--- src/rtl/mc_ctrl_pkg.sv ---
// Shared definitions for the multi-cycle MIPS control FSM: state encoding,
// opcode/funct constants, control-field codes and the control output bundle.
package mc_ctrl_pkg;

  typedef enum logic [4:0] {
    S_IF      = 5'd0,
    S_ID      = 5'd1,
    S_EX_R    = 5'd2,
    S_WB_R    = 5'd3,
    S_EX_ADDR = 5'd4,
    S_MEM_RD  = 5'd5,
    S_WB_LW   = 5'd6,
    S_MEM_WR  = 5'd7,
    S_EX_BR   = 5'd8,
    S_EX_J    = 5'd9,
    S_EX_JAL  = 5'd10,
    S_EX_JR   = 5'd11,
    S_EX_I    = 5'd12,
    S_WB_I    = 5'd13
  } state_e;

  localparam logic [5:0] OP_RTYPE = 6'h00;
  localparam logic [5:0] OP_J     = 6'h02;
  localparam logic [5:0] OP_JAL   = 6'h03;
  localparam logic [5:0] OP_BEQ   = 6'h04;
  localparam logic [5:0] OP_BNE   = 6'h05;
  localparam logic [5:0] OP_ADDI  = 6'h08;
  localparam logic [5:0] OP_SLTI  = 6'h0A;
  localparam logic [5:0] OP_ANDI  = 6'h0C;
  localparam logic [5:0] OP_ORI   = 6'h0D;
  localparam logic [5:0] OP_LW    = 6'h23;
  localparam logic [5:0] OP_SW    = 6'h2B;
  localparam logic [5:0] FN_JR    = 6'h08;

  localparam logic [1:0] RD_RT = 2'd0, RD_RD = 2'd1, RD_RA = 2'd2;
  localparam logic [1:0] MR_ALUOUT = 2'd0, MR_MDR = 2'd1, MR_PC = 2'd2;
  localparam logic [1:0] SB_B = 2'd0, SB_FOUR = 2'd1, SB_IMM = 2'd2, SB_IMM_SH = 2'd3;
  localparam logic [1:0] PS_ALU = 2'd0, PS_ALUOUT = 2'd1, PS_JUMP = 2'd2, PS_REG_A = 2'd3;
  localparam logic [1:0] AO_ADD = 2'd0, AO_SUB = 2'd1, AO_FUNCT = 2'd2, AO_IMM = 2'd3;

  typedef struct packed {
    logic       pc_write;
    logic       pc_write_cond;
    logic       br_ne;
    logic       i_or_d;
    logic       mem_read;
    logic       mem_write;
    logic       ir_write;
    logic       reg_write;
    logic       alu_src_a;
    logic       illegal;
    logic [1:0] reg_dst;
    logic [1:0] mem_to_reg;
    logic [1:0] alu_src_b;
    logic [1:0] pc_source;
    logic [1:0] alu_op;
  } ctrl_t;

  function automatic logic op_legal(input logic [5:0] op);
    logic ok;
    case (op)
      OP_RTYPE, OP_J, OP_JAL, OP_BEQ, OP_BNE,
      OP_ADDI, OP_SLTI, OP_ANDI, OP_ORI, OP_LW, OP_SW: ok = 1'b1;
      default: ok = 1'b0;
    endcase
    return ok;
  endfunction

endpackage

--- src/rtl/mc_ctrl_decode.sv ---
// Combinational next-state decode for mc_ctrl_fsm. mem_go is the memory
// handshake already resolved by the top (constant 1 when waits are disabled).
module mc_ctrl_decode
  import mc_ctrl_pkg::*;
(
  input  state_e     state,
  input  logic [5:0] opcode,
  input  logic [5:0] funct,
  input  logic       mem_go,
  output state_e     next_state
);

  // next-state selection; anything unrecognised falls back to fetch
  always_comb begin
    next_state = S_IF;
    case (state)
      S_IF:      next_state = mem_go ? S_ID : S_IF;
      S_ID: begin
        case (opcode)
          OP_RTYPE:                         next_state = (funct == FN_JR) ? S_EX_JR : S_EX_R;
          OP_LW, OP_SW:                     next_state = S_EX_ADDR;
          OP_BEQ, OP_BNE:                   next_state = S_EX_BR;
          OP_J:                             next_state = S_EX_J;
          OP_JAL:                           next_state = S_EX_JAL;
          OP_ADDI, OP_SLTI, OP_ANDI, OP_ORI: next_state = S_EX_I;
          default:                          next_state = S_IF;
        endcase
      end
      S_EX_R:    next_state = S_WB_R;
      S_EX_ADDR: next_state = (opcode == OP_LW) ? S_MEM_RD : S_MEM_WR;
      S_MEM_RD:  next_state = mem_go ? S_WB_LW : S_MEM_RD;
      S_MEM_WR:  next_state = mem_go ? S_IF : S_MEM_WR;
      S_EX_I:    next_state = S_WB_I;
      default:   next_state = S_IF;
    endcase
  end

endmodule

--- src/rtl/mc_ctrl_fsm.sv ---
// Moore control FSM for a multi-cycle MIPS datapath. Define MC_CTRL_MEM_WAIT_EN
// to make IF/MEM_RD/MEM_WR stall on mem_ready; by default mem_ready is ignored.
module mc_ctrl_fsm
  import mc_ctrl_pkg::*;
(
  input  logic       clk,
  input  logic       rst,
  input  logic [5:0] opcode,
  input  logic [5:0] funct,
  input  logic       zero,
  input  logic       mem_ready,
  output logic       pc_write,
  output logic       pc_write_cond,
  output logic       br_ne,
  output logic       i_or_d,
  output logic       mem_read,
  output logic       mem_write,
  output logic       ir_write,
  output logic       reg_write,
  output logic       alu_src_a,
  output logic       illegal,
  output logic [1:0] reg_dst,
  output logic [1:0] mem_to_reg,
  output logic [1:0] alu_src_b,
  output logic [1:0] pc_source,
  output logic [1:0] alu_op,
  output logic [4:0] state
);

  state_e state_r;
  state_e next_s;
  ctrl_t  ctrl_s;
  logic   mem_go_s;
  logic   unused_s;

  // branch resolution uses zero in the datapath, not here
`ifdef MC_CTRL_MEM_WAIT_EN
  assign mem_go_s = mem_ready;
  assign unused_s = zero;
`else
  assign mem_go_s = 1'b1;
  assign unused_s = ^{zero, mem_ready};
`endif

  mc_ctrl_decode u_decode (
    .state      (state_r),
    .opcode     (opcode),
    .funct      (funct),
    .mem_go     (mem_go_s),
    .next_state (next_s)
  );

  // state register with synchronous reset to fetch
  always_ff @(posedge clk) begin
    if (rst) begin
      state_r <= S_IF;
    end else begin
      state_r <= next_s;
    end
  end

  // output decode of the state register, forced quiet while reset is held
  always_comb begin
    ctrl_s = '0;
    state  = 5'd0;
    if (rst) begin
      ctrl_s = '0;
    end else begin
      state = state_r;
      case (state_r)
        S_IF: begin
          ctrl_s.mem_read  = 1'b1;
          ctrl_s.ir_write  = mem_go_s;
          ctrl_s.pc_write  = mem_go_s;
          ctrl_s.alu_src_b = SB_FOUR;
          ctrl_s.pc_source = PS_ALU;
        end
        S_ID: begin
          ctrl_s.alu_src_b = SB_IMM_SH;
          ctrl_s.alu_op    = AO_ADD;
          ctrl_s.illegal   = ~op_legal(opcode);
        end
        S_EX_R: begin
          ctrl_s.alu_src_a = 1'b1;
          ctrl_s.alu_src_b = SB_B;
          ctrl_s.alu_op    = AO_FUNCT;
        end
        S_WB_R: begin
          ctrl_s.reg_write  = 1'b1;
          ctrl_s.reg_dst    = RD_RD;
          ctrl_s.mem_to_reg = MR_ALUOUT;
        end
        S_EX_ADDR, S_EX_I: begin
          ctrl_s.alu_src_a = 1'b1;
          ctrl_s.alu_src_b = SB_IMM;
          ctrl_s.alu_op    = (state_r == S_EX_I && opcode != OP_ADDI) ? AO_IMM : AO_ADD;
        end
        S_MEM_RD: begin
          ctrl_s.mem_read = 1'b1;
          ctrl_s.i_or_d   = 1'b1;
        end
        S_WB_LW: begin
          ctrl_s.reg_write  = 1'b1;
          ctrl_s.reg_dst    = RD_RT;
          ctrl_s.mem_to_reg = MR_MDR;
        end
        S_MEM_WR: begin
          ctrl_s.mem_write = 1'b1;
          ctrl_s.i_or_d    = 1'b1;
        end
        S_EX_BR: begin
          ctrl_s.alu_src_a     = 1'b1;
          ctrl_s.alu_src_b     = SB_B;
          ctrl_s.alu_op        = AO_SUB;
          ctrl_s.pc_write_cond = 1'b1;
          ctrl_s.pc_source     = PS_ALUOUT;
          ctrl_s.br_ne         = (opcode == OP_BNE);
        end
        S_EX_J: begin
          ctrl_s.pc_write  = 1'b1;
          ctrl_s.pc_source = PS_JUMP;
        end
        S_EX_JAL: begin
          ctrl_s.pc_write   = 1'b1;
          ctrl_s.pc_source  = PS_JUMP;
          ctrl_s.reg_write  = 1'b1;
          ctrl_s.reg_dst    = RD_RA;
          ctrl_s.mem_to_reg = MR_PC;
        end
        S_EX_JR: begin
          ctrl_s.pc_write  = 1'b1;
          ctrl_s.pc_source = PS_REG_A;
        end
        S_WB_I: begin
          ctrl_s.reg_write  = 1'b1;
          ctrl_s.reg_dst    = RD_RT;
          ctrl_s.mem_to_reg = MR_ALUOUT;
        end
        default: ctrl_s = '0;
      endcase
    end
  end

  assign pc_write      = ctrl_s.pc_write;
  assign pc_write_cond = ctrl_s.pc_write_cond;
  assign br_ne         = ctrl_s.br_ne;
  assign i_or_d        = ctrl_s.i_or_d;
  assign mem_read      = ctrl_s.mem_read;
  assign mem_write     = ctrl_s.mem_write;
  assign ir_write      = ctrl_s.ir_write;
  assign reg_write     = ctrl_s.reg_write;
  assign alu_src_a     = ctrl_s.alu_src_a;
  assign illegal       = ctrl_s.illegal;
  assign reg_dst       = ctrl_s.reg_dst;
  assign mem_to_reg    = ctrl_s.mem_to_reg;
  assign alu_src_b     = ctrl_s.alu_src_b;
  assign pc_source     = ctrl_s.pc_source;
  assign alu_op        = ctrl_s.alu_op;

endmodule

--- config.mk ---
export PLATFORM = sky130hd
export DESIGN_NAME = mc_ctrl_fsm
export DESIGN_NICKNAME = d
export VERILOG_FILES = /design/src/rtl/mc_ctrl_pkg.sv /design/src/rtl/mc_ctrl_decode.sv /design/src/rtl/mc_ctrl_fsm.sv
export SDC_FILE = /design/constraint.sdc
export NUM_CORES = 1
export LEC_CHECK = 0
export CAP_MARGIN = 20
export CORE_AREA = 2 2 39 41
export DETAILED_ROUTE_END_ITERATION = 6
export DIE_AREA = 0 0 41 43
export DONT_BUFFER_PORTS = 1
export PLACE_DENSITY = 0.74
export SLEW_MARGIN = 25
export SYNTH_ARGS = -nofsm -noshare
export SYNTH_HDL_FRONTEND = slang
export SYNTH_SLANG_ARGS = --single-unit
--- constraint.sdc ---
create_clock -name clk -period 1.8 [get_ports clk]
set_input_delay 0.45 -clock clk [delete_from_list [all_inputs] [get_ports clk]]
set_output_delay 0.45 -clock clk [all_outputs]
set_load 0.005 [all_outputs]
======== Word-level counts from Yosys, hierarchy flattened ========
Index checks and enable logic that the tools add are counted.
storage, ports and cells
  bits in registers ....................... 5
  bits in latches ......................... 0
  bits in writable memories ............... 0
  ROM bits ................................ 0
  input port bits ......................... 16
  output and inout port bits .............. 25
  word-level logic and storage cells ...... 64
  memories kept ........................... 0
operators by class
  add/sub/neg operators ................... 0
  $mul .................................... 0
  div/mod/pow operators ................... 0
  magnitude comparators ................... 0
  equal/unequal tests ..................... 25
  shifts and indexed selects .............. 0
  multiplexer cells ....................... 23
  bitwise operators ....................... 1
  reductions and logical operators ........ 14
operator list
  kind                number
  $pmux 5 s6          2
  $eq 5x4->1 const B  6
  $eq 6x4->1 const B  5
  $eq 5x3->1 const B  4
  $mux 20             1
  $pmux 2 s3          3
  $reduce_or 4->1     4
  $eq 6x2->1 const B  2
  $eq 6x3->1 const B  2
  $eq 6x6->1 const B  2
  $pmux 4 s3          1
  $reduce_or 2->1     6
  $mux 1              11
  $reduce_or 11->1    1
  $eq 5x2->1 const B  2
  $logic_not 6->1     1
  $mux 2              3
  $ne 6x4->1 const B  1
  $eq 5x1->1 const B  1
  $logic_not 5->1     1
  $mux 5              1
  $mux 4              1
  $logic_and 1x1->1   1
  $not 1->1           1

======== Logic depth before layout (Yosys ltp) ========
  depth in word-level cells ............... 8
  gate-level depth with buffers ........... 5
  gate-level depth less buffers ........... 4

======== Hierarchy ========
A second synthesis with hierarchy kept.
unflattened totals
  cell total of the unflattened synthesis .. 111
  area total of the unflattened synthesis .. 784.5 um2
by module, submodules not included
  module          instances  cells each  area each (um2)  seq. area each (um2)
  mc_ctrl_fsm     1          72          525.5            100.1
  mc_ctrl_decode  1          39          259.0            0.0

======== Worst setup path after synthesis ========
No wires, ideal clock.
  kind .................................... flip-flop to output port
  start point ............................. register state_r[2]
  end point ............................... output port alu_op[0]
  arrival time ............................ 1.309 ns
  required time ........................... 1.350 ns
  path slack .............................. 0.041 ns
  cell stages (with the launch flop) ...... 6
  buffers on the path ..................... 1
  cells stage by stage .................... dfxtp_1 > buf_2 > nor2_1 > xor2_1 > nor3_1 > o2111a_1
on the way
  cells in the longest elaborated chain, start to end .. 5
  elaborated cells on any way between the ends .. 9
  classes of those cells .................. eq/ne: 4; mux: 3; reduce/logical: 2
RTL lines
  item                    line                                  source
  from (decl)             mc_ctrl_fsm.sv:30                     state_e state_r;
  from (signal assigned)  mc_ctrl_fsm.sv:58                     state_r <= next_s;
  $eq 5x4->1              mc_ctrl_fsm.sv:70, mc_ctrl_fsm.sv:96
  $logic_and 1x1->1       mc_ctrl_fsm.sv:96                     ctrl_s.alu_op = (state_r == S_EX_I && opcode != OP_ADDI) ? AO_IMM : AO_ADD;
  $mux 2                  mc_ctrl_fsm.sv:96
  $pmux 2 s3 (*)          mc_ctrl_fsm.sv:70                     case (state_r)
  $mux 20 (*)             mc_ctrl_fsm.sv:66                     if (rst) begin
  to (decl)               mc_ctrl_fsm.sv:26                     output logic [1:0] alu_op,
Every way passes the cells marked *; elsewhere a longest branch is shown, timed or not.

======== Final worst setup path ========
  start point ............................. register state_r[3]
  end point ............................... output port alu_op[0]
Same word-level chain as after synthesis.

==> metrics <==
largest fanout on the critical path=4; Final Util=0.716; Placed Cells=119; number of synthesized register bits=4; Setup crit end kind=output pin; Vias=792; final clock skew=0.00717 ns; Crit path arrival time=1.50 ns; drt total wl=2.27 mm; clock latency on the worst-skew pair=0.25 ns; DRC viols=0; Synth async-reset ratio=0; DRT iter0 DRCs=23; most frequent cells in the layout=20 x buf_4, 12 x nor2_1, 5 x buf_6, 4 x nor2b_1, 4 x nand3_1; DPL Wire Length=1.36 mm; drt first pass iters=4; Yosys warning count=0; wire per inst=17.6 µm; VDD IR max=0.263 mV; Die Wd=41 µm; Net Count, Synth=112; die area=1760 µm²; max reg flops=4; Die H=43 µm; vias per inst=6.14; largest net degree at the start of global routing=14; Post-DRT Antenna Nets=0; n_diodes=0; Main synth FF type=dfxtp_1; Area Growth Syn to Fin=51.7%; first-pass GRT wire length=2.70 mm; max_cap viols=0; Synth cell types=42; Post-CTS Hold Buffers=0; register area=91.3 µm²; worst hold slack=0.272 ns; filler cell count=111; grt ovf=0; vias in the first global route=673; Syn Std Cell Area=653 µm²; synthesized instance count=96; core area=1380 µm²; RSZ-0062 raised after global routing=yes; Placed Area=752 µm²; final hold vios=0; H-Tree Depth=1; Post-synth EDFFs=0; WS Path Type=reg -> out; leak pwr=0.000386 µW; HP Class=in -> reg; setup_tns=-0.733 ns; Ports=41; post-route minimum period=1.95 ns; Num CTS Buffers=3; share of layout cells above drive strength 1=0.522; cell area power density=372 nW/µm²; nets=131; GRT Overall Usage=0.230; initial antenna violation count=0; Num Clock Sinks=4; Top reg by flops=state_r; Initial Utilization=0.472; Post-Layout Cell Count=129; clk root buf=clkbuf_4; violated checks=negative setup slack; Syn Area/Cell=6.80 µm²; # rows=14; Worst-path clk slew=0.04 ns; CTS tree=yes; Max clock buf depth=2; kind of start point of the critical path=flip-flop; Top Registers=state_r x4; register area share after synthesis=0.123; final setup violation count=9; outcome=finished, violations left; final instance area=991 µm²; setup ws final=-0.150 ns; most common cell after layout, fill and taps aside=buf_4; # port buffers=0; gpl congestion=0.838; Final period util=1.08; multi-input logic area=639 µm²; CP required=1.35 ns; Fmax=513 MHz; Final Max Slew Viols=0
final cells by class:
cell class	instances	area share
sequential	4	0.0922
timing repair buffer	25	0.208
multi-input combinational	78	0.645
tap	16	0.0202
inverter	3	0.0114
clock buffer	3	0.0227
worst max-delay path: stages (launching register included):
cell	delay [ns]
dfxtp_4	0.34
buf_4	0.15
buf_6	0.12
nor2_4	0.15
xor2_2	0.09
nor3_2	0.17
o2111a_1	0.23
power by group:
group          switching (µW)  total, µW  leakage (µW)  internal, µW
Sequential               9.05       99.1     0.0000350          90.0
Combinational            72.4        148      0.000338          75.3
Clock                    46.3        122     0.0000138          75.2
routing by layer:
| metal | vias up | track usage | routed length [µm] |
|---|---|---|---|
| met2 | 42 | 0.344 | 1140 |
| met5 | - | 0 | 0 |
| li1 | 379 | - | - |
| met3 | 7 | 0.0524 | 145 |
| met4 | 0 | 0.167 | 76 |
| met1 | 364 | 0.272 | 903 |
repair_timing:
action,in CTS,in global routing
resized for setup,15,24
setup buffers,1,6
endpoints found under the setup margin,14,12
pin swaps,1,3
cell usage after synthesis (2+ instances only):
cell type	instances	area share
nor2_1	14	0.080
nor2b_1	7	0.067
buf_2	6	0.046
nand2_1	5	0.029
dfxtp_1	4	0.12
nand3_1	4	0.031
nor3_1	4	0.031
inv_1	3	0.017
nand2b_1	3	0.029
xor2_1	3	0.040
a211oi_1	2	0.023
a21oi_1	2	0.015
a31oi_1	2	0.019
buf_4	2	0.023
clkbuf_1	2	0.011
nor3b_1	2	0.023
nor4_1	2	0.019
nor4b_1	2	0.027
o21ai_0	2	0.015
o22a_1	2	0.027
or2_2	2	0.019
cell families (layout without fill, tap and decap cells):
family,Yosys count,after routing,synth area share
AOI/OAI and AO/OA,21,21,0.257
xor gates and xnor gates,4,4,0.0536
buffers and inverters,14,31,0.103
DFF,4,4,0.123
other,1,1,0.00574
and+or+nand+nor,52,52,0.458
stage by stage:
stage	worst slack, ns	power, µW
final	-0.150	368
after floorplan	0.0415	186
after global routing	-0.203	389
after global placement	0.0186	208
after detailed placement	-0.00335	211
after CTS	-0.138	346
worst paths after layout:
kind                                 start          to  slack (ns)  cells after the start
worst max-delay path            state_r[3]   alu_op[0]       -0.15                      6
worst min-delay path                   rst  state_r[1]        0.27                      1
worst max register to register  state_r[3]  state_r[1]        0.22                      8
worst min register to register  state_r[3]  state_r[3]        0.52                      2
No activity file was read; power rests on OpenSTA's default activity.
